--- src/rtl/axi_log_ctrl.sv ---
// ---------------------------------------------------------------------------
// axi_log_ctrl
// Run controller shared by the AR and AW BRAM loggers. Software commands
// (START / STOP / CLEAR) become a logging-enable level and a timed clear
// pulse. Logging stops by itself when either logger reports nearly-full.
// A sticky interrupt flags that event, and a saturating counter records
// how many cycles were spent logging.
//
// Ports
//   Clk_CI        : clock
//   Rst_RBI       : asynchronous active-low reset
//   CmdValid_SI   : command valid
//   CmdReady_SO   : command ready (low only while clearing)
//   Cmd_DI        : 00 NOP, 01 START, 10 STOP, 11 CLEAR
//   ArFull_SI     : AR logger nearly-full
//   AwFull_SI     : AW logger nearly-full
//   LogEn_SO      : logging enable to both loggers
//   Clear_SO      : clear to both loggers
//   IrqFull_SO    : sticky full interrupt
//   IrqAck_SI     : interrupt acknowledge (single cycle)
//   State_SO      : current FSM state (0 IDLE, 1 LOGGING, 2 FULL, 3 CLEARING)
//   LogCycles_DO  : saturating count of cycles spent in LOGGING
// ---------------------------------------------------------------------------
module axi_log_ctrl #(
   parameter int unsigned CLEAR_CYCLES = 4,   // legal range 1..255
   parameter int unsigned CNT_BITW     = 32
) (
   input  logic                Clk_CI,
   input  logic                Rst_RBI,
   input  logic                CmdValid_SI,
   output logic                CmdReady_SO,
   input  logic [1:0]          Cmd_DI,
   input  logic                ArFull_SI,
   input  logic                AwFull_SI,
   output logic                LogEn_SO,
   output logic                Clear_SO,
   output logic                IrqFull_SO,
   input  logic                IrqAck_SI,
   output logic [1:0]          State_SO,
   output logic [CNT_BITW-1:0] LogCycles_DO
);

   typedef enum logic [1:0] {
      IDLE     = 2'd0,
      LOGGING  = 2'd1,
      FULL     = 2'd2,
      CLEARING = 2'd3
   } state_e;

   typedef enum logic [1:0] {
      CMD_NOP   = 2'b00,
      CMD_START = 2'b01,
      CMD_STOP  = 2'b10,
      CMD_CLEAR = 2'b11
   } cmd_e;

   localparam logic [7:0]          CLR_LOAD = 8'(CLEAR_CYCLES);
   localparam logic [CNT_BITW-1:0] CNT_ONE  = CNT_BITW'(1);
   localparam logic [CNT_BITW-1:0] CNT_MAX  = '1;

   state_e              state_q, state_d;
   logic [7:0]          clr_cnt_q, clr_cnt_d;
   logic                irq_q, irq_d;
   logic [CNT_BITW-1:0] cnt_q, cnt_d;

   logic cmd_acc;
   logic any_full;
   logic cmd_start, cmd_stop, cmd_clear;

   assign any_full  = ArFull_SI | AwFull_SI;
   assign cmd_acc   = CmdValid_SI & CmdReady_SO;
   assign cmd_start = cmd_acc & (cmd_e'(Cmd_DI) == CMD_START);
   assign cmd_stop  = cmd_acc & (cmd_e'(Cmd_DI) == CMD_STOP);
   assign cmd_clear = cmd_acc & (cmd_e'(Cmd_DI) == CMD_CLEAR);

   // -------------------------------------------------------------------------
   // State and datapath registers
   // -------------------------------------------------------------------------
   // NOTE: non-blocking assignments keep every register sampling the
   // pre-edge values, independent of statement order.
   always_ff @(posedge Clk_CI or negedge Rst_RBI) begin
      if (!Rst_RBI) begin
         state_q   <= IDLE;
         clr_cnt_q <= '0;
         irq_q     <= 1'b0;
         cnt_q     <= '0;
      end else begin
         state_q   <= state_d;
         clr_cnt_q <= clr_cnt_d;
         irq_q     <= irq_d;
         cnt_q     <= cnt_d;
      end
   end

   // -------------------------------------------------------------------------
   // Next-state logic
   // -------------------------------------------------------------------------
   // NOTE: every always_comb output gets a default first so no path can
   // leave it unassigned and infer a latch.
   always_comb begin
      state_d = state_q;
      case (state_q)
         IDLE: begin
            if (cmd_start)      state_d = LOGGING;
            else if (cmd_clear) state_d = CLEARING;
         end
         LOGGING: begin
            // An accepted STOP/CLEAR wins over a simultaneous full.
            if (cmd_stop)       state_d = IDLE;
            else if (cmd_clear) state_d = CLEARING;
            else if (any_full)  state_d = FULL;
         end
         FULL: begin
            // START is ignored here: the loggers must be cleared first.
            if (cmd_stop)       state_d = IDLE;
            else if (cmd_clear) state_d = CLEARING;
         end
         CLEARING: begin
            if (clr_cnt_q <= 8'd1) state_d = IDLE;
         end
         default: state_d = IDLE;
      endcase
   end

   // Clear timer, interrupt flag and cycle counter.
   always_comb begin
      clr_cnt_d = clr_cnt_q;
      if ((state_d == CLEARING) && (state_q != CLEARING)) begin
         clr_cnt_d = CLR_LOAD;
      end else if ((state_q == CLEARING) && (clr_cnt_q != 8'd0)) begin
         clr_cnt_d = clr_cnt_q - 8'd1;
      end

      // Set beats acknowledge in the same cycle.
      irq_d = irq_q;
      if ((state_q == LOGGING) && any_full) begin
         irq_d = 1'b1;
      end else if (IrqAck_SI || (state_q == CLEARING)) begin
         irq_d = 1'b0;
      end

      cnt_d = cnt_q;
      if (state_q == CLEARING) begin
         cnt_d = '0;
      end else if ((state_q == LOGGING) && (cnt_q != CNT_MAX)) begin
         cnt_d = cnt_q + CNT_ONE;
      end
   end

   // -------------------------------------------------------------------------
   // Moore outputs
   // -------------------------------------------------------------------------
   always_comb begin
      LogEn_SO     = (state_q == LOGGING);
      Clear_SO     = (state_q == CLEARING);
      CmdReady_SO  = (state_q != CLEARING);
      State_SO     = state_q;
      IrqFull_SO   = irq_q;
      LogCycles_DO = cnt_q;
   end

endmodule

--- config.mk ---
export PLATFORM = sky130hd
export DESIGN_NAME = axi_log_ctrl
export DESIGN_NICKNAME = d
export VERILOG_FILES = /design/src/rtl/axi_log_ctrl.sv
export SDC_FILE = /design/constraint.sdc
export NUM_CORES = 1
export LEC_CHECK = 0
export BUFFER_PORTS_ARGS = -buffer_cell sky130_fd_sc_hd__buf_2
export CELL_PAD_IN_SITES_DETAIL_PLACEMENT = 2
export CELL_PAD_IN_SITES_GLOBAL_PLACEMENT = 2
export CORE_ASPECT_RATIO = 0.5
export CORE_MARGIN = 5
export CORE_UTILIZATION = 34
export CTS_BUF_LIST = sky130_fd_sc_hd__clkbuf_8 sky130_fd_sc_hd__clkbuf_16
export DETAILED_ROUTE_END_ITERATION = 16
export GPL_ROUTABILITY_DRIVEN = 0
export PLACE_DENSITY = 0.88
export REMOVE_ABC_BUFFERS = 1
export SKIP_CTS_REPAIR_TIMING = 1
export SYNTH_ARGS = -nofsm -noshare
export SYNTH_HDL_FRONTEND = slang
export SYNTH_SLANG_ARGS = --single-unit
export TNS_END_PERCENT = 50
--- constraint.sdc ---
create_clock -name Clk_CI -period 2.2 [get_ports Clk_CI]
set_clock_uncertainty 0.05 [all_clocks]
set_input_delay 0.11 -clock Clk_CI [delete_from_list [all_inputs] [get_ports Clk_CI]]
set_output_delay 0.11 -clock Clk_CI [all_outputs]
set_load 0.01 [all_outputs]
### After elaboration in Yosys (flattened, before gate mapping)

Index checks and enable logic that the tools add are counted.
W data, S select, Z words.

* add/subtract/negate cells: 2
* $lt $le $gt $ge: 1
* equal/unequal tests: 9
* multiplexer cells: 14
* bitwise operators: 5
* reduce and logical (&&, ||, !) cells: 10

Operators by type and width (count)
* $mux W32: 2
* $add A32 B1 Y32 const B: 1
* $ne A32 B32 Y1 const B: 1
* $mux W8: 2
* $mux W2: 7
* $eq A2 B2 Y1 const B: 5
* $le A8 B1 Y1 const B: 1
* $pmux W2 S4: 1
* $reduce_bool A8 Y1: 1
* $sub A8 B1 Y8 const B: 1
* $reduce_bool A2 Y1: 3
* $and A1 B1 Y1: 4
* $eq A2 B1 Y1 const B: 2
* $logic_and A1 B1 Y1: 4
* $logic_not A2 Y1: 1
* $mux W1: 2
* $ne A2 B2 Y1 const B: 1
* $logic_or A1 B1 Y1: 1
* $or A1 B1 Y1: 1

* flip-flop bits (word level): 43
* bits of input ports: 8
* output and inout port bits: 38
* word-level logic and storage cells: 45

### Longest topological paths before layout

* word-level depth: 9
* depth in mapped cells: 8

### Worst setup path before layout

No wires, ideal clock.

* path kind: register to register
* start point: register cnt_q[0], in the netlist LogCycles_DO[0]
* end point: register cnt_q[22], in the netlist LogCycles_DO[22]
* setup time: 78 ps
* arrival: 2002 ps
* required time: 2072 ps
* path slack: 70 ps
* stages on the path, launching flop included: 7
* path through: dfrtp_1 ha_1 and3_1 nand4_2 or4_4 or3_1 a21oi_1

* longest elaborated chain between the ends: 3
* elaborated cells between the ends (all ways): 6
* those cells by class: add/sub: 1; eq/ne: 1; mux: 2; reduce/logical: 2

Ends and longest elaborated chain
* from (decl): RTL line 64 `logic [CNT_BITW-1:0] cnt_q, cnt_d;`
* from (signal assigned): RTL line 91 `cnt_q <= cnt_d;`
* $add A32 B1 Y32 or $ne A32 B32 Y1 (tied branches): RTL line 146, 145
* $mux W32 or $logic_and A1 B1 Y1 (tied branches): RTL line 145 `end else if ((state_q == LOGGING) && (cnt_q != CNT_MAX)) begin`
* $mux W32 or $reduce_bool A2 Y1 (tied branches)

Parallel ways exist; a longest one is shown, timed or not. The select of a mux whose other input is x is not followed.
A chain may end at the register's enable or synchronous reset.

### Final worst setup path

* start point: register cnt_q[1], in the netlist LogCycles_DO[1]
* end point: register cnt_q[24], in the netlist LogCycles_DO[24]

Same word-level chain as after synthesis.

==> metrics <==
asr flop ratio synth 1.000; # port buffers 45; total cell area at the placement stage 3018 sq um; adder and majority cell fraction of the synthesized area 0.01505; Period Utilization, post-route 1.009; chip width 131.1 um; clk slew on worst S/H paths 0.07 ns; synthesis-stage register bit count 43; mux cell area share after synthesis 0.04012; share of synthesized area occupied by flip-flops and latches 0.4313; Post-Synth Simple-Gate Area 0.2954; Max-slew headroom 0.6496; required time at the worst-slack endpoint 2.37 ns; Tightest Pin Transition 0.5236 ns; Total Power Consumption 2916 uW; Antenna Cells 0; CTS tree yes; Synth Area in XOR/XNOR 0.01404; # Max-Cap Violations 0; routed vias 2665; maximum fanout along the worst path 6; most congested layer reported by global routing met2; initial standard-cell utilization of the core 0.3446; number of flops mapped to enable cells by yosys 0; Worst setup SP type flop; number of global-route vias before repair 3078; Worst setup EP type flop; Synth warnings 0; number of cells on the worst hold path 3; area overhead of the layout relative to synthesis 31.19%; static power due to leakage 0.001552 uW; post-synthesis instance area 2495 sq um; Worst Path Arrival 2.39 ns; average vias per placed instance 5.922; Power Dens Cells 890.9 nW/um^2; proportion of layout cells with a drive suffix above 1 0.3192; number of buffers created by CTS 5; synth cell count leaders sky130_fd_sc_hd__dfrtp_1, sky130_fd_sc_hd__nand2_1, sky130_fd_sc_hd__nand3_1; largest vdd supply drop 0.0003417 V; global-route wire length before repair 17890 um; final instance area 3273 sq um; critical path start-end classification flop to flop; wire length reported by the detailed router 11410 um; FMAX 450.3 MHz; iteration count of the initial detailed-routing pass 4; violated checks setup timing; met2 track utilization from global routing 0.4331; PnR worst setup slack -0.02073 ns; synthesized instance count 275; share of the synthesized area in compound gates (AO/OA/AOI/OAI) 0.1730; number of cells on the worst reg-to-reg path 6; cell type with the largest total area after synthesis sky130_fd_sc_hd__dfrtp_1; latest clock arrival within the worst-skew pair 0.31 ns; pin count of the biggest net entering global routing 22; core utilization of the finished layout 0.4521; Tmin final 2.221 ns; Clock Root Buffer sky130_fd_sc_hd__clkbuf_16; Nets 365; GR Util met1 0.2948; final routed DRC violation total 0; H-tree level count 2; Global Route Usage Sum 0.2440; die height 70.57 um; number of library cell types mapped by synthesis 53; boundary pin count 46; Die Footprint 9255 sq um; syn avg cell area 9.072 sq um; met3 Use GR 0.05398; class of the worst hold path input pin to flop; number of instances in the placed design 437; antenna violation net count after detailed routing 0; # rows 22; run status finished with violations; maximum number of buffers from clock root to sink 2; drt first-iter violations 145; total half-perimeter wirelength after legalization and detailed placement 7299 um; commonest register cell after synthesis sky130_fd_sc_hd__dfrtp_1; top-count cell post-synth sky130_fd_sc_hd__dfrtp_1; Area contributors post-synth sky130_fd_sc_hd__dfrtp_1, sky130_fd_sc_hd__nand2_1, sky130_fd_sc_hd__mux2i_1; number of hold violations in the final report 0; leftover overflow at the end of global routing 0; Max Slew Vio Count 0; wire length per cell 25.35 um; Placeable Area 7239 sq um; count of final setup violators 1; number of clock sinks 43; share of the synthesized area in the top cell type 0.4313; post-route non-filler standard cell count 450; number of antenna violations at the first check in global routing 0; dominant combinational cell family by area after synthesis simple AND/OR/NAND/NOR gates
[sequential cells by signal, indices dropped and copies added (netlist names)]
register and cells:
LogCycles_DO 32, clr_cnt_q 8, State_SO 2, IrqFull_SO 1
[cells in the final DEF (no fill, tap or decap), types with 4 or more instances in the layout]
| cell | synthesis | final |
|---|---|---|
| sky130_fd_sc_hd__a21oi_1 | 8 | 6 |
| sky130_fd_sc_hd__a31oi_1 | 6 | 6 |
| sky130_fd_sc_hd__and2_1 | 5 | 5 |
| sky130_fd_sc_hd__and4_4 | 2 | 4 |
| sky130_fd_sc_hd__buf_2 | 2 | 45 |
| sky130_fd_sc_hd__buf_4 | 0 | 32 |
| sky130_fd_sc_hd__clkbuf_16 | 0 | 5 |
| sky130_fd_sc_hd__dfrtp_1 | 43 | 39 |
| sky130_fd_sc_hd__dfrtp_2 | 0 | 4 |
| sky130_fd_sc_hd__inv_1 | 12 | 12 |
| sky130_fd_sc_hd__mux2i_1 | 10 | 10 |
| sky130_fd_sc_hd__nand2_1 | 41 | 41 |
| sky130_fd_sc_hd__nand3_1 | 16 | 16 |
| sky130_fd_sc_hd__nand4_1 | 10 | 10 |
| sky130_fd_sc_hd__nor2_1 | 15 | 15 |
| sky130_fd_sc_hd__nor3_1 | 5 | 5 |
| sky130_fd_sc_hd__o211ai_1 | 8 | 8 |
| sky130_fd_sc_hd__o21ai_0 | 15 | 15 |
| sky130_fd_sc_hd__o311ai_0 | 4 | 4 |
| sky130_fd_sc_hd__o31ai_1 | 5 | 4 |
| sky130_fd_sc_hd__or3_1 | 7 | 7 |
[worst max-delay path: stages, from the launching register on]
cell	delay [ns]
sky130_fd_sc_hd__dfrtp_1	0.42
sky130_fd_sc_hd__ha_2	0.22
sky130_fd_sc_hd__and3_4	0.22
sky130_fd_sc_hd__nand4_2	0.15
sky130_fd_sc_hd__or4_4	0.50
sky130_fd_sc_hd__or3_1	0.40
sky130_fd_sc_hd__a21oi_2	0.17
[worst paths after layout]
check	startpoint	to	slack, ns
setup / recovery	LogCycles_DO[1]	LogCycles_DO[24]	-0.02
hold / removal	IrqAck_SI	IrqFull_SO	0.03
setup reg to reg	LogCycles_DO[1]	LogCycles_DO[24]	-0.02
hold reg to reg	LogCycles_DO[23]	LogCycles_DO[23]	0.49
max in group asynchronous	Rst_RBI	LogCycles_DO[26]	1.41
min in group asynchronous	Rst_RBI	clr_cnt_q[5]	0.14
[where the power goes]
group	switching [uW]	internal, uW
Combinational	697	377
Sequential	157	895
Clock	346	445
[through the flow]
stage / setup TNS, ns / worst slack (ns) / hold slack [ns]
2_1_floorplan: -0.2878 / -0.1544 / -0.2356
3_3_place_gp: 0 / 0.1129 / -0.08283
3_5_place_dp: -0.02567 / -0.01839 / -0.07409
4_1_cts: -0.6910 / -0.1693 / -0.3938
5_1_grt: -0.1912 / -0.06490 / 0.04921
6_report: -0.02073 / -0.02073 / 0.03287
[logic make-up (layout without fill, tap and decap cells)]
group,count (synthesis),count (layout)
simple gates,133,133
compound gates,62,62
flops,43,43
buf+inv,20,99
mux,10,10
xor+xnor,4,4
fa+ha+maj,3,3
[final cells by class]
cell class / count / area (sq um)
fillers: 779 / 3966
multi-input cells: 212 / 1400
flip-flops and latches: 43 / 1081
repair buffers: 78 / 475.5
clock buffers: 6 / 138.9
well taps: 96 / 120.1
inverters: 14 / 52.55
clock inverters: 1 / 5.005
[layer usage]
layer	up-vias	share of wire
met4	0	0.020
met2	49	0.52
li1	1191	-
met5	-	0
met3	17	0.029
met1	1408	0.44
Note: power is estimated with default switching activity, not from simulation.
